## src/rtl/byte_load_sequencer.sv

```systemverilog
// Byte-wide memory load sequencer: fetches one or two bytes and writes each,
// zero-padded, to a downstream 16-bit register with a mode-dependent function select.
module byte_load_sequencer #(
    parameter int unsigned TIMEOUT_CYCLES = 15
) (
    input  logic        Clock,
    input  logic        Reset,
    input  logic        Start,
    input  logic [1:0]  Mode,
    input  logic [15:0] StartAddr,
    input  logic [7:0]  MemData,
    input  logic        MemValid,
    output logic        MemRead,
    output logic [15:0] MemAddr,
    output logic [15:0] RegI,
    output logic        RegE,
    output logic [2:0]  RegFunSel,
    output logic        Busy,
    output logic        Done,
    output logic        Error
);

    typedef enum logic [1:0] {
        IDLE   = 2'd0,
        REQ_LO = 2'd1,
        REQ_HI = 2'd2,
        DONE   = 2'd3
    } state_e;

    localparam logic [7:0] TIMEOUT_LIMIT = 8'(TIMEOUT_CYCLES);

    state_e      state_q, state_d;
    logic [1:0]  mode_q, mode_d;
    logic        mem_read_q, mem_read_d;
    logic [15:0] mem_addr_q, mem_addr_d;
    logic [15:0] reg_i_q, reg_i_d;
    logic        reg_e_q, reg_e_d;
    logic [2:0]  reg_fun_sel_q, reg_fun_sel_d;
    logic        busy_q, busy_d;
    logic        done_q, done_d;
    logic        error_q, error_d;
    logic [7:0]  wait_q, wait_d;
    logic [7:0]  wait_inc;

    always_comb begin
        state_d       = state_q;
        mode_d        = mode_q;
        mem_read_d    = mem_read_q;
        mem_addr_d    = mem_addr_q;
        reg_i_d       = reg_i_q;
        reg_e_d       = 1'b0;
        reg_fun_sel_d = reg_fun_sel_q;
        busy_d        = busy_q;
        done_d        = 1'b0;
        error_d       = error_q;
        wait_d        = wait_q;
        wait_inc      = wait_q + 8'd1;

        unique case (state_q)
            IDLE: begin
                busy_d     = 1'b0;
                mem_read_d = 1'b0;
                if (Start) begin
                    if (Mode == 2'b11) begin
                        error_d = 1'b1;
                    end else begin
                        mode_d     = Mode;
                        mem_addr_d = StartAddr;
                        error_d    = 1'b0;
                        wait_d     = '0;
                        mem_read_d = 1'b1;
                        busy_d     = 1'b1;
                        state_d    = REQ_LO;
                    end
                end
            end
            REQ_LO, REQ_HI: begin
                // REQ_HI is entered with MemRead low: that first cycle is the low-byte write
                if (!mem_read_q) begin
                    mem_read_d = 1'b1;
                    wait_d     = '0;
                end else if (MemValid) begin
                    mem_read_d = 1'b0;
                    reg_e_d    = 1'b1;
                    reg_i_d    = {8'h00, MemData};
                    mem_addr_d = mem_addr_q + 16'd1;
                    wait_d     = '0;
                    if (state_q == REQ_HI) begin
                        reg_fun_sel_d = 3'b110;
                    end else begin
                        unique case (mode_q)
                            2'b01:   reg_fun_sel_d = 3'b101;
                            2'b10:   reg_fun_sel_d = 3'b111;
                            default: reg_fun_sel_d = 3'b100;
                        endcase
                    end
                    if (state_q == REQ_LO && mode_q == 2'b01) begin
                        state_d = REQ_HI;
                    end else begin
                        state_d = DONE;
                        busy_d  = 1'b0;
                        done_d  = 1'b1;
                    end
                end else if (wait_inc == TIMEOUT_LIMIT) begin
                    error_d    = 1'b1;
                    mem_read_d = 1'b0;
                    busy_d     = 1'b0;
                    wait_d     = '0;
                    state_d    = IDLE;
                end else begin
                    wait_d = wait_inc;
                end
            end
            DONE: begin
                busy_d  = 1'b0;
                state_d = IDLE;
            end
        endcase
    end

    always_ff @(posedge Clock) begin
        if (Reset) begin
            state_q       <= IDLE;
            mode_q        <= '0;
            mem_read_q    <= 1'b0;
            mem_addr_q    <= '0;
            reg_i_q       <= '0;
            reg_e_q       <= 1'b0;
            reg_fun_sel_q <= '0;
            busy_q        <= 1'b0;
            done_q        <= 1'b0;
            error_q       <= 1'b0;
            wait_q        <= '0;
        end else begin
            state_q       <= state_d;
            mode_q        <= mode_d;
            mem_read_q    <= mem_read_d;
            mem_addr_q    <= mem_addr_d;
            reg_i_q       <= reg_i_d;
            reg_e_q       <= reg_e_d;
            reg_fun_sel_q <= reg_fun_sel_d;
            busy_q        <= busy_d;
            done_q        <= done_d;
            error_q       <= error_d;
            wait_q        <= wait_d;
        end
    end

    assign MemRead   = mem_read_q;
    assign MemAddr   = mem_addr_q;
    assign RegI      = reg_i_q;
    assign RegE      = reg_e_q;
    assign RegFunSel = reg_fun_sel_q;
    assign Busy      = busy_q;
    assign Done      = done_q;
    assign Error     = error_q;

endmodule

```

## config.mk

```make
export PLATFORM = sky130hd
export DESIGN_NAME = byte_load_sequencer
export DESIGN_NICKNAME = d
export VERILOG_FILES = /design/src/rtl/byte_load_sequencer.sv
export SDC_FILE = /design/constraint.sdc
export NUM_CORES = 1
export LEC_CHECK = 0
export ABC_AREA = 1
export CELL_PAD_IN_SITES_DETAIL_PLACEMENT = 1
export CELL_PAD_IN_SITES_GLOBAL_PLACEMENT = 1
export CORE_ASPECT_RATIO = 0.6
export CORE_MARGIN = 4
export CORE_UTILIZATION = 36
export CTS_CLUSTER_DIAMETER = 120
export DETAILED_ROUTE_END_ITERATION = 6
export GPL_TIMING_DRIVEN = 0
export PLACE_DENSITY = 0.9
export SYNTH_ARGS = -nofsm -noshare
export SYNTH_HDL_FRONTEND = slang
export SYNTH_SLANG_ARGS = --single-unit
```

## constraint.sdc

```tcl
create_clock -name Clock -period 4 [get_ports Clock]
set_input_delay 0.8 -clock Clock [delete_from_list [all_inputs] [get_ports Clock]]
set_output_delay 0.8 -clock Clock [all_outputs]
set_load 0.03 [all_outputs]
```

==> results.py <==
metrics = {
    "outcome": {
        "outcome": "complete, no violations",
    },
    "route": {
        "via_count": 2692,
        "post_drt_via_cell_ratio": 5.05,
        "drt_pass1_iterations": 4,
        "drc": 0,
        "ant_nets": 0,
        "wl_microns": 8530,
        "drtIter0Drc": 116,
        "wire_per_inst_microns": 16.0,
    },
    "synthesis": {
        "synth_top_area_share_pct": 34.1,
        "synthCells": 370,
        "synth_edf_count": 0,
        "seq_area_frac_synth_pct": 34.1,
        "synth_cell_types": 40,
        "ys.flop_type": "dfxtp_1",
        "synth.top_cells.by_area": "dfxtp_1 34%, nand2_1 10%, a21oi_1 6.4%, nor2_1 6.3%, inv_1 5.2%",
        "synth.top_cells.by_count": "71 x nand2_1, 44 x dfxtp_1, 43 x nor2_1, 36 x inv_1, 33 x a21oi_1",
        "synth.avg_cell_area_sq_um": 6.97,
        "yosysMostFrequentCell": "nand2_1",
        "yosysWarnings": 0,
        "synthArstFlopShare_pct": 0,
        "synth_area_sq_um": 2580,
        "synth_top_area_cell": "dfxtp_1",
        "ys_seq_elements": 44,
    },
    "layout": {
        "regArea_sq_um": 881,
        "stdcell_area_sq_um": 3470,
        "nFillCells": 886,
        "syn2layout_area_growth_pct": 34.7,
        "antennaDiodeCount": 0,
        "nets": 484,
        "stdcell_count": 533,
        "multi_input_area_sq_um": 1450,
        "final_core_util_pct": 50.9,
        "layout-drive-gt1-share_pct": 14.8,
    },
    "placement": {
        "dpl_cell_area_sq_um": 3330,
        "dp_slack_ns": 1.44,
        "io_buffers": 61,
        "gp_congestion": 0.899,
        "dp.cells": 525,
        "dpl.hpwl_microns": 6530,
    },
    "pwr": {
        "p_per_area_nw_per_um2": 761,
        "p_switching_mw": 1.31,
        "p_leak_nw": 1.42,
        "p_sw_share_pct": 49.4,
        "clkPwrFrac_pct": 15.9,
        "power_mw": 2.64,
        "ir_worst_vdd_v": 0.000308,
        "p_int_mw": 1.34,
        "seqPwrFrac_pct": 25.9,
        "pwr-share-comb_pct": 58.2,
    },
    "cts": {
        "cts-resized-gates": 0,
        "root_buffer": "clkbuf_16",
        "cts_htree_levels": 2,
        "post-cts-setup-buffers": 0,
        "clk_latency_ns": 0.28,
        "path_clk_slew_ns": 0.06,
        "hold_buffers": 0,
        "cts_buffer_depth": 2,
        "clock-sinks": 44,
        "cts_buffers": 5,
        "tritoncts": "yes",
    },
    "setup_path": {
        "arrival_ns": 2.43,
        "crit_type": "primary input to flip-flop",
        "path_max_fanout": 10,
        "timing.rr.start": "state_q[0]",
        "cp-end-kind": "flip-flop",
        "regToRegSetupSlack_ns": 1.85,
        "required_ns": 4.14,
        "worst_setup_path_start_kind": "primary input",
        "worstSetupStartpoint": "MemValid",
    },
    "timing": {
        "fin_setup_tns_ns": 0,
        "rsz0062_at_grt": "no",
        "finalWorstSetupSlack_ns": 1.71,
        "worstMarginPinSlew_ns": 0.688,
        "finalSetupViolCount": 0,
        "maxSlewViolCount": 0,
        "maxSlewHeadroom_pct": 54.2,
        "hold_violations": 0,
        "fmax_ghz": 0.436,
        "fin_worst_skew_ns": 0.00420,
        "whs_ns": 0.480,
        "period_share_pct": 57.4,
        "min_period_ns": 2.29,
    },
    "die": {
        "ioPinCount": 70,
        "num_rows": 23,
        "dieHeight_microns": 73.6,
        "initial_core_util_pct": 37.8,
        "die_w_microns": 117,
        "dieArea_sq_um": 8630,
        "coreArea_sq_um": 6820,
    },
    "global_route": {
        "antenna_found_initial": 0,
        "use_met1_pct": 28.5,
        "use_met2_pct": 33.5,
        "grt_pass1_wl_microns": 14100,
        "grt_max_degree": 14,
        "grt_use_total_pct": 20.9,
        "grt.met3_usage_pct": 5.10,
        "grt_pass1_vias": 2935,
        "grt_overflow": 0,
        "gr-max-usage-layer": "met2",
    },
    "hold_path": {
        "min_from": "RegFunSel[1]",
        "hp-class": "flip-flop to flip-flop",
    },
    "run": {
        "maxCapViolCount": 0,
    },
}
-- placed cells by master (no fill, tap or decap), types with 2 or more instances in the layout --
| master | instances |
|---|---|
| inv_2 | 5 |
| a21oi_1 | 33 |
| nand3_4 | 2 |
| o21ai_0 | 24 |
| inv_1 | 36 |
| conb_1 | 8 |
| buf_2 | 5 |
| nand2_1 | 71 |
| or2_1 | 2 |
| nand3_1 | 17 |
| nand3_2 | 4 |
| nor2_1 | 43 |
| nand4_1 | 5 |
| clkbuf_16 | 5 |
| a211oi_2 | 2 |
| nand2_2 | 11 |
| or2_2 | 3 |
| nor2_2 | 9 |
| clkinv_2 | 2 |
| clkdlybuf4s50_1 | 61 |
| nor3_1 | 6 |
| dfxtp_1 | 44 |
| o21ai_1 | 7 |
| buf_4 | 8 |
| ha_1 | 9 |
| clkbuf_1 | 6 |
-- area by class of cell --
class,count,share of cell area (%)
Clock inverter,2,0.288
Sequential cell,44,25.4
Timing Repair Buffer,61,17.6
Multi-Input combinational cell,271,41.7
Buffer,21,3.53
Inverter,41,4.43
Tap cell,87,3.13
Clock buffer,6,4.00
-- power by group through the flow --
stage / sequential [mW] / clock, mW / combinational (mW)
detailed placement: 0.691 / 0 / 1.51
CTS: 0.681 / 0.425 / 1.54
global placement: 0.681 / 0 / 1.45
finish: 0.684 / 0.422 / 1.54
floorplan: 0.844 / 0 / 0.836
global route: 0.700 / 0.456 / 1.69
-- sequential cells by signal, summed over array words and instances, names as in the netlist --
register   cells
state_q        2
RegI           8
mode_q         2
RegFunSel      3
RegE           1
MemRead        1
wait_q         8
MemAddr       16
Error          1
Done           1
Busy           1
-- worst paths after layout --
kind	endpoint	cells past startpoint
setup reg to reg	MemAddr[0]	8
setup / recovery	MemAddr[9]	11
hold / removal	RegFunSel[1]	2
hold reg to reg	RegFunSel[1]	2
-- worst max-delay path, cell delays in order --
cell             delay, ns
clkdlybuf4s50_1       0.56
nand2_1               0.12
inv_2                 0.11
a21oi_1               0.06
nor2_2                0.10
nand2_2               0.12
inv_2                 0.20
buf_6                 0.19
nand2_1               0.06
nand2_1               0.06
a21oi_1               0.06
-- logic make-up after synthesis --
kind of cell / Yosys count / share of synthesized area [%]
and+or+nand+nor: 178 / 33.6
AOI/OAI and AO/OA: 76 / 17.0
buffers and inverters: 62 / 10.7
DFF: 44 / 34.1
adders and majority gates: 9 / 4.36
other: 1 / 0.145
-- per-layer routing --
layer	vias up	routed length, microns
li1	1343	-
met4	0	102
met5	-	0
met3	10	494
met2	64	3820
met1	1275	4120
(Power assumes the default switching activity.)
